<file path="config.mk">
export PLATFORM = sky130hd
export DESIGN_NAME = control_unit_flat
export DESIGN_NICKNAME = d
export VERILOG_FILES = /design/src/rtl/control_unit_if.sv /design/src/rtl/control_unit.sv /design/src/flat_wrapper.sv
export SDC_FILE = /design/constraint.sdc
export NUM_CORES = 1
export LEC_CHECK = 0
export BUFFER_PORTS_ARGS = -buffer_cell sky130_fd_sc_hd__buf_4
export CORE_ASPECT_RATIO = 0.6
export CORE_UTILIZATION = 51
export DETAILED_ROUTE_END_ITERATION = 8
export GPL_ROUTABILITY_DRIVEN = 0
export PLACE_DENSITY = 0.92
export RECOVER_POWER = 50
export SLEW_MARGIN = 0
export SYNTH_ARGS = -nofsm -noshare
export SYNTH_HDL_FRONTEND = slang
export SYNTH_SLANG_ARGS = --single-unit
</file>
<file path="constraint.sdc">
create_clock -name Clk -period 2.1 [get_ports Clk]
set_input_delay 0.105 -clock Clk [delete_from_list [all_inputs] [get_ports Clk]]
set_output_delay 0.105 -clock Clk [all_outputs]
set_load 0.05 [all_outputs]
</file>
<file path="src/rtl/control_unit_if.sv">
// Control bundle between the sequencing FSM and the accumulator datapath.
// master = control unit (drives strobes/enables), slave = datapath (drives IR and zero flag).
interface control_unit_if;
   logic        z;
   logic [7:0]  REG_IR;
   logic        iROMREAD;
   logic        memREAD;
   logic        memWRITE;
   logic [13:0] wEN;
   logic        selAR;
   logic [3:0]  busMUX;
   logic [5:0]  INC;
   logic [4:0]  RST;
   logic [2:0]  compMUX;
   logic [2:0]  aluOP;

   modport master (
      input  z, REG_IR,
      output iROMREAD, memREAD, memWRITE, wEN, selAR, busMUX, INC, RST, compMUX, aluOP
   );

   modport slave (
      output z, REG_IR,
      input  iROMREAD, memREAD, memWRITE, wEN, selAR, busMUX, INC, RST, compMUX, aluOP
   );
endinterface

</file>
<file path="src/rtl/control_unit.sv">
// Moore sequencing FSM for the pointcloud accumulator: fetch, decode REG_IR, drive datapath controls.
// Define CU_MUL_EN to execute opcode 7 as MUL; otherwise opcode 7 behaves as NOP.
module control_unit (
   input  logic          Clk,
   input  logic          Rstn,
   control_unit_if.master cu
);

   localparam logic [7:0] S_INIT    = 8'd0;
   localparam logic [7:0] S_FETCH_1 = 8'd1;
   localparam logic [7:0] S_FETCH_2 = 8'd2;
   localparam logic [7:0] S_FETCH_3 = 8'd3;
   localparam logic [7:0] S_NOP_1   = 8'd4;
   localparam logic [7:0] S_LDAC_1  = 8'd5;
   localparam logic [7:0] S_LDAC_2  = 8'd6;
   localparam logic [7:0] S_LDAC_3  = 8'd7;
   localparam logic [7:0] S_LDAC_4  = 8'd8;
   localparam logic [7:0] S_STAC_1  = 8'd9;
   localparam logic [7:0] S_STAC_2  = 8'd10;
   localparam logic [7:0] S_STAC_3  = 8'd11;
   localparam logic [7:0] S_MVR_1   = 8'd12;
   localparam logic [7:0] S_MVAC_1  = 8'd13;
   localparam logic [7:0] S_ALU_1   = 8'd14;
   localparam logic [7:0] S_ALU_2   = 8'd15;
   localparam logic [7:0] S_INCR_1  = 8'd16;
   localparam logic [7:0] S_CLR_1   = 8'd17;
   localparam logic [7:0] S_J_1     = 8'd18;
   localparam logic [7:0] S_J_2     = 8'd19;
   localparam logic [7:0] S_JZN_1   = 8'd20;
   localparam logic [7:0] S_CMP_1   = 8'd21;
   localparam logic [7:0] S_LDI_1   = 8'd22;
   localparam logic [7:0] S_LDI_2   = 8'd23;
   localparam logic [7:0] S_OUT_1   = 8'd24;
   localparam logic [7:0] S_HALT    = 8'd25;

   logic [7:0] r_state;
   logic [7:0] w_next;
   logic [3:0] r_n;
   logic [2:0] r_aluop;

   logic [3:0] w_op;
   logic [3:0] w_n;
   logic       w_reg_ok;
   logic       w_inc_ok;
   logic       w_clr_ok;

   assign w_op     = cu.REG_IR[7:4];
   assign w_n      = cu.REG_IR[3:0];
   assign w_reg_ok = (w_n >= 4'd1) && (w_n <= 4'd8);
   assign w_inc_ok = (w_n >= 4'd1) && (w_n <= 4'd4);
   assign w_clr_ok = (w_n <= 4'd4);

   always_ff @(posedge Clk or negedge Rstn) begin
      if (!Rstn) r_state <= S_INIT;
      else       r_state <= w_next;
   end

   // Operand and ALU op are latched at decode so outputs depend on state registers only.
   always_ff @(posedge Clk or negedge Rstn) begin
      if (!Rstn) begin
         r_n     <= 4'd0;
         r_aluop <= 3'd0;
      end else if (r_state == S_FETCH_3) begin
         r_n     <= w_n;
         r_aluop <= cu.REG_IR[6:4] - 3'd4;
      end
   end

   always_comb begin
      w_next = S_INIT;
      case (r_state)
         S_INIT:    w_next = S_FETCH_1;
         S_FETCH_1: w_next = S_FETCH_2;
         S_FETCH_2: w_next = S_FETCH_3;
         S_FETCH_3: begin
            case (w_op)
               4'd0:  w_next = S_NOP_1;
               4'd1:  w_next = S_LDAC_1;
               4'd2:  w_next = S_STAC_1;
               4'd3:  w_next = w_reg_ok ? S_MVR_1  : S_NOP_1;
               4'd4:  w_next = w_reg_ok ? S_MVAC_1 : S_NOP_1;
               4'd5,
               4'd6:  w_next = w_reg_ok ? S_ALU_1  : S_NOP_1;
`ifdef CU_MUL_EN
               4'd7:  w_next = w_reg_ok ? S_ALU_1  : S_NOP_1;
`else
               4'd7:  w_next = S_NOP_1;
`endif
               4'd8:  w_next = w_inc_ok ? S_INCR_1 : S_NOP_1;
               4'd9:  w_next = w_clr_ok ? S_CLR_1  : S_NOP_1;
               4'd10: w_next = S_J_1;
               4'd11: w_next = cu.z ? S_J_1 : S_JZN_1;
               4'd12: w_next = w_reg_ok ? S_CMP_1  : S_NOP_1;
               4'd13: w_next = S_LDI_1;
               4'd14: w_next = S_OUT_1;
               default: w_next = S_HALT;
            endcase
         end
         S_LDAC_1:  w_next = S_LDAC_2;
         S_LDAC_2:  w_next = S_LDAC_3;
         S_LDAC_3:  w_next = S_LDAC_4;
         S_STAC_1:  w_next = S_STAC_2;
         S_STAC_2:  w_next = S_STAC_3;
         S_ALU_1:   w_next = S_ALU_2;
         S_J_1:     w_next = S_J_2;
         S_LDI_1:   w_next = S_LDI_2;
         S_HALT:    w_next = S_HALT;
         S_NOP_1, S_LDAC_4, S_STAC_3, S_MVR_1, S_MVAC_1, S_ALU_2, S_INCR_1,
         S_CLR_1, S_J_2, S_JZN_1, S_CMP_1, S_LDI_2, S_OUT_1:
                    w_next = S_FETCH_1;
         default:   w_next = S_INIT;
      endcase
   end

   always_comb begin
      cu.iROMREAD = 1'b0;
      cu.memREAD  = 1'b0;
      cu.memWRITE = 1'b0;
      cu.wEN      = 14'd0;
      cu.selAR    = 1'b0;
      cu.busMUX   = 4'd0;
      cu.INC      = 6'd0;
      cu.RST      = 5'd0;
      cu.compMUX  = 3'd0;
      cu.aluOP    = 3'd0;
      case (r_state)
         S_INIT:    cu.RST = 5'b11111;
         S_FETCH_1, S_LDAC_1, S_STAC_1, S_J_1:
                    cu.iROMREAD = 1'b1;
         S_FETCH_2: begin
            cu.busMUX = 4'd2;
            cu.wEN[1] = 1'b1;
            cu.INC[0] = 1'b1;
         end
         S_LDAC_2, S_STAC_2: begin
            cu.busMUX = 4'd2;
            cu.wEN[2] = 1'b1;
            cu.INC[0] = 1'b1;
         end
         S_LDAC_3:  cu.memREAD = 1'b1;
         S_LDAC_4, S_LDI_2: begin
            cu.busMUX = 4'd3;
            cu.wEN[3] = 1'b1;
         end
         S_STAC_3: begin
            cu.busMUX   = 4'd4;
            cu.memWRITE = 1'b1;
         end
         S_MVR_1: begin
            cu.busMUX           = 4'd4;
            cu.wEN[4'd3 + r_n]  = 1'b1;
         end
         S_MVAC_1: begin
            cu.busMUX = 4'd4 + r_n;
            cu.wEN[3] = 1'b1;
         end
         S_ALU_1: begin
            cu.busMUX  = 4'd4 + r_n;
            cu.aluOP   = r_aluop;
            cu.wEN[12] = 1'b1;
         end
         S_ALU_2: begin
            cu.busMUX = 4'd13;
            cu.wEN[3] = 1'b1;
         end
         S_INCR_1:  cu.INC[r_n[2:0] + 3'd1] = 1'b1;
         S_CLR_1:   cu.RST[r_n[2:0]] = 1'b1;
         S_J_2: begin
            cu.busMUX = 4'd2;
            cu.wEN[0] = 1'b1;
         end
         S_JZN_1:   cu.INC[0] = 1'b1;
         S_CMP_1: begin
            cu.compMUX = r_n[2:0] - 3'd1;
            cu.aluOP   = 3'd2;
         end
         S_LDI_1: begin
            cu.memREAD = 1'b1;
            cu.selAR   = 1'b1;
         end
         S_OUT_1: begin
            cu.busMUX  = 4'd4;
            cu.wEN[13] = 1'b1;
         end
         default: ;
      endcase
   end

endmodule

</file>
<file path="src/flat_wrapper.sv">
// flat-port wrapper written by rule: the top's interface ports become plain ports
module control_unit_flat 
  (Clk, Rstn, cu_z, cu_REG_IR, cu_iROMREAD, cu_memREAD, cu_memWRITE, cu_wEN, cu_selAR, cu_busMUX, cu_INC, cu_RST, cu_compMUX, cu_aluOP);
  control_unit_if cu_i ();
  input  logic Clk;
  input  logic Rstn;
  input wire logic [$bits(cu_i.z)-1:0] cu_z;
  input wire logic [$bits(cu_i.REG_IR)-1:0] cu_REG_IR;
  output wire logic [$bits(cu_i.iROMREAD)-1:0] cu_iROMREAD;
  output wire logic [$bits(cu_i.memREAD)-1:0] cu_memREAD;
  output wire logic [$bits(cu_i.memWRITE)-1:0] cu_memWRITE;
  output wire logic [$bits(cu_i.wEN)-1:0] cu_wEN;
  output wire logic [$bits(cu_i.selAR)-1:0] cu_selAR;
  output wire logic [$bits(cu_i.busMUX)-1:0] cu_busMUX;
  output wire logic [$bits(cu_i.INC)-1:0] cu_INC;
  output wire logic [$bits(cu_i.RST)-1:0] cu_RST;
  output wire logic [$bits(cu_i.compMUX)-1:0] cu_compMUX;
  output wire logic [$bits(cu_i.aluOP)-1:0] cu_aluOP;
  assign cu_i.z = cu_z;
  assign cu_i.REG_IR = cu_REG_IR;
  assign cu_iROMREAD = cu_i.iROMREAD;
  assign cu_memREAD = cu_i.memREAD;
  assign cu_memWRITE = cu_i.memWRITE;
  assign cu_wEN = cu_i.wEN;
  assign cu_selAR = cu_i.selAR;
  assign cu_busMUX = cu_i.busMUX;
  assign cu_INC = cu_i.INC;
  assign cu_RST = cu_i.RST;
  assign cu_compMUX = cu_i.compMUX;
  assign cu_aluOP = cu_i.aluOP;
  control_unit u_core (.Clk(Clk), .Rstn(Rstn), .cu(cu_i));
endmodule
</file>
==> flow_summary.ini <==
[sta]
rsz0062_at_grt = true
slew_headroom_pct = 53.9
worstMarginPinSlew_ps = 692
hold_ws_ps = 67.4
min_period_ps = 2120
drv_slew = 0
fmax_ghz = 0.471
fin_skew_ps = 0.876
hold_viol = 0
post-route-period-util_pct = 101
tns_ps = -57.0
setup_ws_ps = -21.1
setup_viol = 3

[yosys]
synth-edff-count = 0
syn_nets = 235
ys.flop_type = dfrtp_1
ys_seq_area_share_pct = 20.5
async_flop_share_pct = 100
synth_area_um2 = 1470
synthCells = 218
ys_ff_latch = 12
yosys_warnings = 0
syn_avg_cell_area_um2 = 6.73
synth.lib_cells_used.distinct = 51

[min_path]
hold_class = input port to flop

[detailed_routing]
drt-pass1-iter-count = 7
drc_errors = 5
viasPerCell = 6.13
wirelength_mm = 4.80
ant_nets = 0
num_vias = 1838
wl_per_cell_um = 16.0
first_iter_violations = 206

[pwr]
power_leakage_nw = 0.927
finalPower_mw = 3.18
p_sw_mw = 1.83
p_int_mw = 1.35
switching_share_pct = 57.6
irDropWorstVdd_uv = 976
pwr-share-comb_pct = 75.7
power_frac_clock_pct = 8.3
seqPwrFrac_pct = 16.0
powerDensity_nw_per_um2 = 1550

[cells_and_area]
layout_common_cells = buf_4 (55), nand2_1 (32), nor2_1 (22), o21ai_0 (20)
drive_gt1_share_pct = 33.6
area_growth_pct = 40.1
postLayoutCellArea_um2 = 2060
design.final.nets = 286
layout_commonest_cell = buf_4
n_antenna_cell = 0
nFillCells = 204

[clocking]
clockBufferDepth = 2
postCtsSetupBuffers = 0
cts_tree = done
insertion_delay_ps = 250
cts_root_buf = clkbuf_8
clkTransAtPathRegs_ps = 60
cts_buffers = 3
htreeDepth = 1
clock-sinks = 12

[floorplan]
pin_count = 50
initial_utilization_pct = 56.2
die_y_um = 43.6
core_area_um2 = 2610
rows = 14
fp.dieArea_um2 = 3100
die_w_um = 71.3

[critical_path]
rrSetupSlack_ps = 420
crit_fanout = 3
r2r_start = u_core.r_state[3]
worstSetupEndpointType = primary output
cp.required_ps = 2000
crit_arrival_ps = 2020
r2r_cells = 6
reg2reg_to = u_core.r_n[0]
setup.worst_path.class = flop to primary output
startpoint = u_core.r_state[3]
cp-endpoint = cu_RST[3]
start_kind = flop

[global_route]
grt_max_degree = 28
grt_pass1_vias = 1521
track_usage_pct = 31.9
grt_pass1_wl_mm = 7.47
grt-ovfl-total = 0
antenna_found_initial = 0

[placed_design]
dp_hpwl_mm = 3.61
io_buffers = 49
place_area_um2 = 1950

[job]
maxCapViolCount = 0

[outcome]
violations = DRC, setup timing
status = complete, but fails checks
## power by group through the flow
stage | sequential [mW] | combinational (mW) | clock (mW)
after floorplan | 0.422 | 1.70 | 0
after global placement | 0.487 | 2.23 | 0
after detailed placement | 0.493 | 2.28 | 0
after CTS | 0.490 | 2.32 | 0.263
after global routing | 0.526 | 2.58 | 0.276
final | 0.510 | 2.41 | 0.264
## routing by layer
metal | vias to the layer above | routed length [µm] | global-route usage, %
li1 | 879 | - | -
met4 | 0 | 58 | 8.00
met2 | 101 | 2090 | 45.9
met1 | 847 | 2180 | 48.7
met3 | 11 | 464 | 6.28
met5 | - | 0 | 0
## synthesized netlist by cell type, types with 4 or more instances
library cell,n,share of area [%]
a21oi_1,8,2.7
nor3_1,10,3.4
nand2b_1,7,3.0
nor2_1,22,5.6
dfrtp_1,12,20
clkbuf_1,13,3.3
o21ai_0,24,8.2
nor4_1,4,1.7
ha_1,6,5.1
nand2_1,34,8.7
inv_1,9,2.3
o22ai_1,4,1.7
nand3_1,4,1.4
and3_1,6,2.6
## final cells by class
class	count	area, µm²	area share [%]
repair buffers	64	494	24.0
well taps	32	40.0	1.95
clock buffers	4	55.1	2.68
multi-input cells	179	1130	54.9
flip-flops and latches	12	304	14.8
inverters	9	33.8	1.64
## how the worst min path moves through the flow
| stage | startpoint | to | slack, ps | cells after the start |
|---|---|---|---|---|
| 4_1_cts | cu_REG_IR[2] | u_core.r_n[2] | 70 | 3 |
| 6_report | cu_REG_IR[2] | u_core.r_n[2] | 70 | 3 |
| 2_1_floorplan | Rstn | u_core.r_aluop[0] | -190 | 0 |
| 3_3_place_gp | Rstn | u_core.r_aluop[2] | -50 | 1 |
| 5_1_grt | cu_REG_IR[2] | u_core.r_n[2] | 90 | 3 |
| 3_5_place_dp | Rstn | u_core.r_aluop[2] | -40 | 1 |
## sequential cells by signal, summed over array words and instances (netlist names)
signal,flops
u_core.r_aluop,3
u_core.r_n,4
u_core.r_state,5
## logic make-up after synthesis
group                      after synthesis  share of synthesized area, %
and+or+nand+nor                        106                          36.1
AOI/OAI and AO/OA                       61                          26.7
buffers and inverters                   27                          7.93
DFF                                     12                          20.5
adders and majority gates                7                          5.80
xor gates and xnor gates                 5                          2.98
## through the flow
stage               setup slack (ps)  instances  utilization [%]
floorplan                       -410        218                -
global placement                 296        295             74.7
detailed placement               244        295             74.7
CTS                             9.89        300             77.8
global route                   -70.6        300             78.8
finish                         -21.1        300             78.8
## repair_timing
action	CTS	global route
hold endpoints to repair	12	0
resized for setup	4	13
hold buffers	1	0
setup endpoints to repair	4	22
## worst max-delay path, stage by stage (launching register included)
cell	delay [ps]
dfrtp_1	400
or3b_4	420
or3_4	390
or2_4	250
o21ai_2	140
buf_6	170
Power figures use the tool's default switching activity.
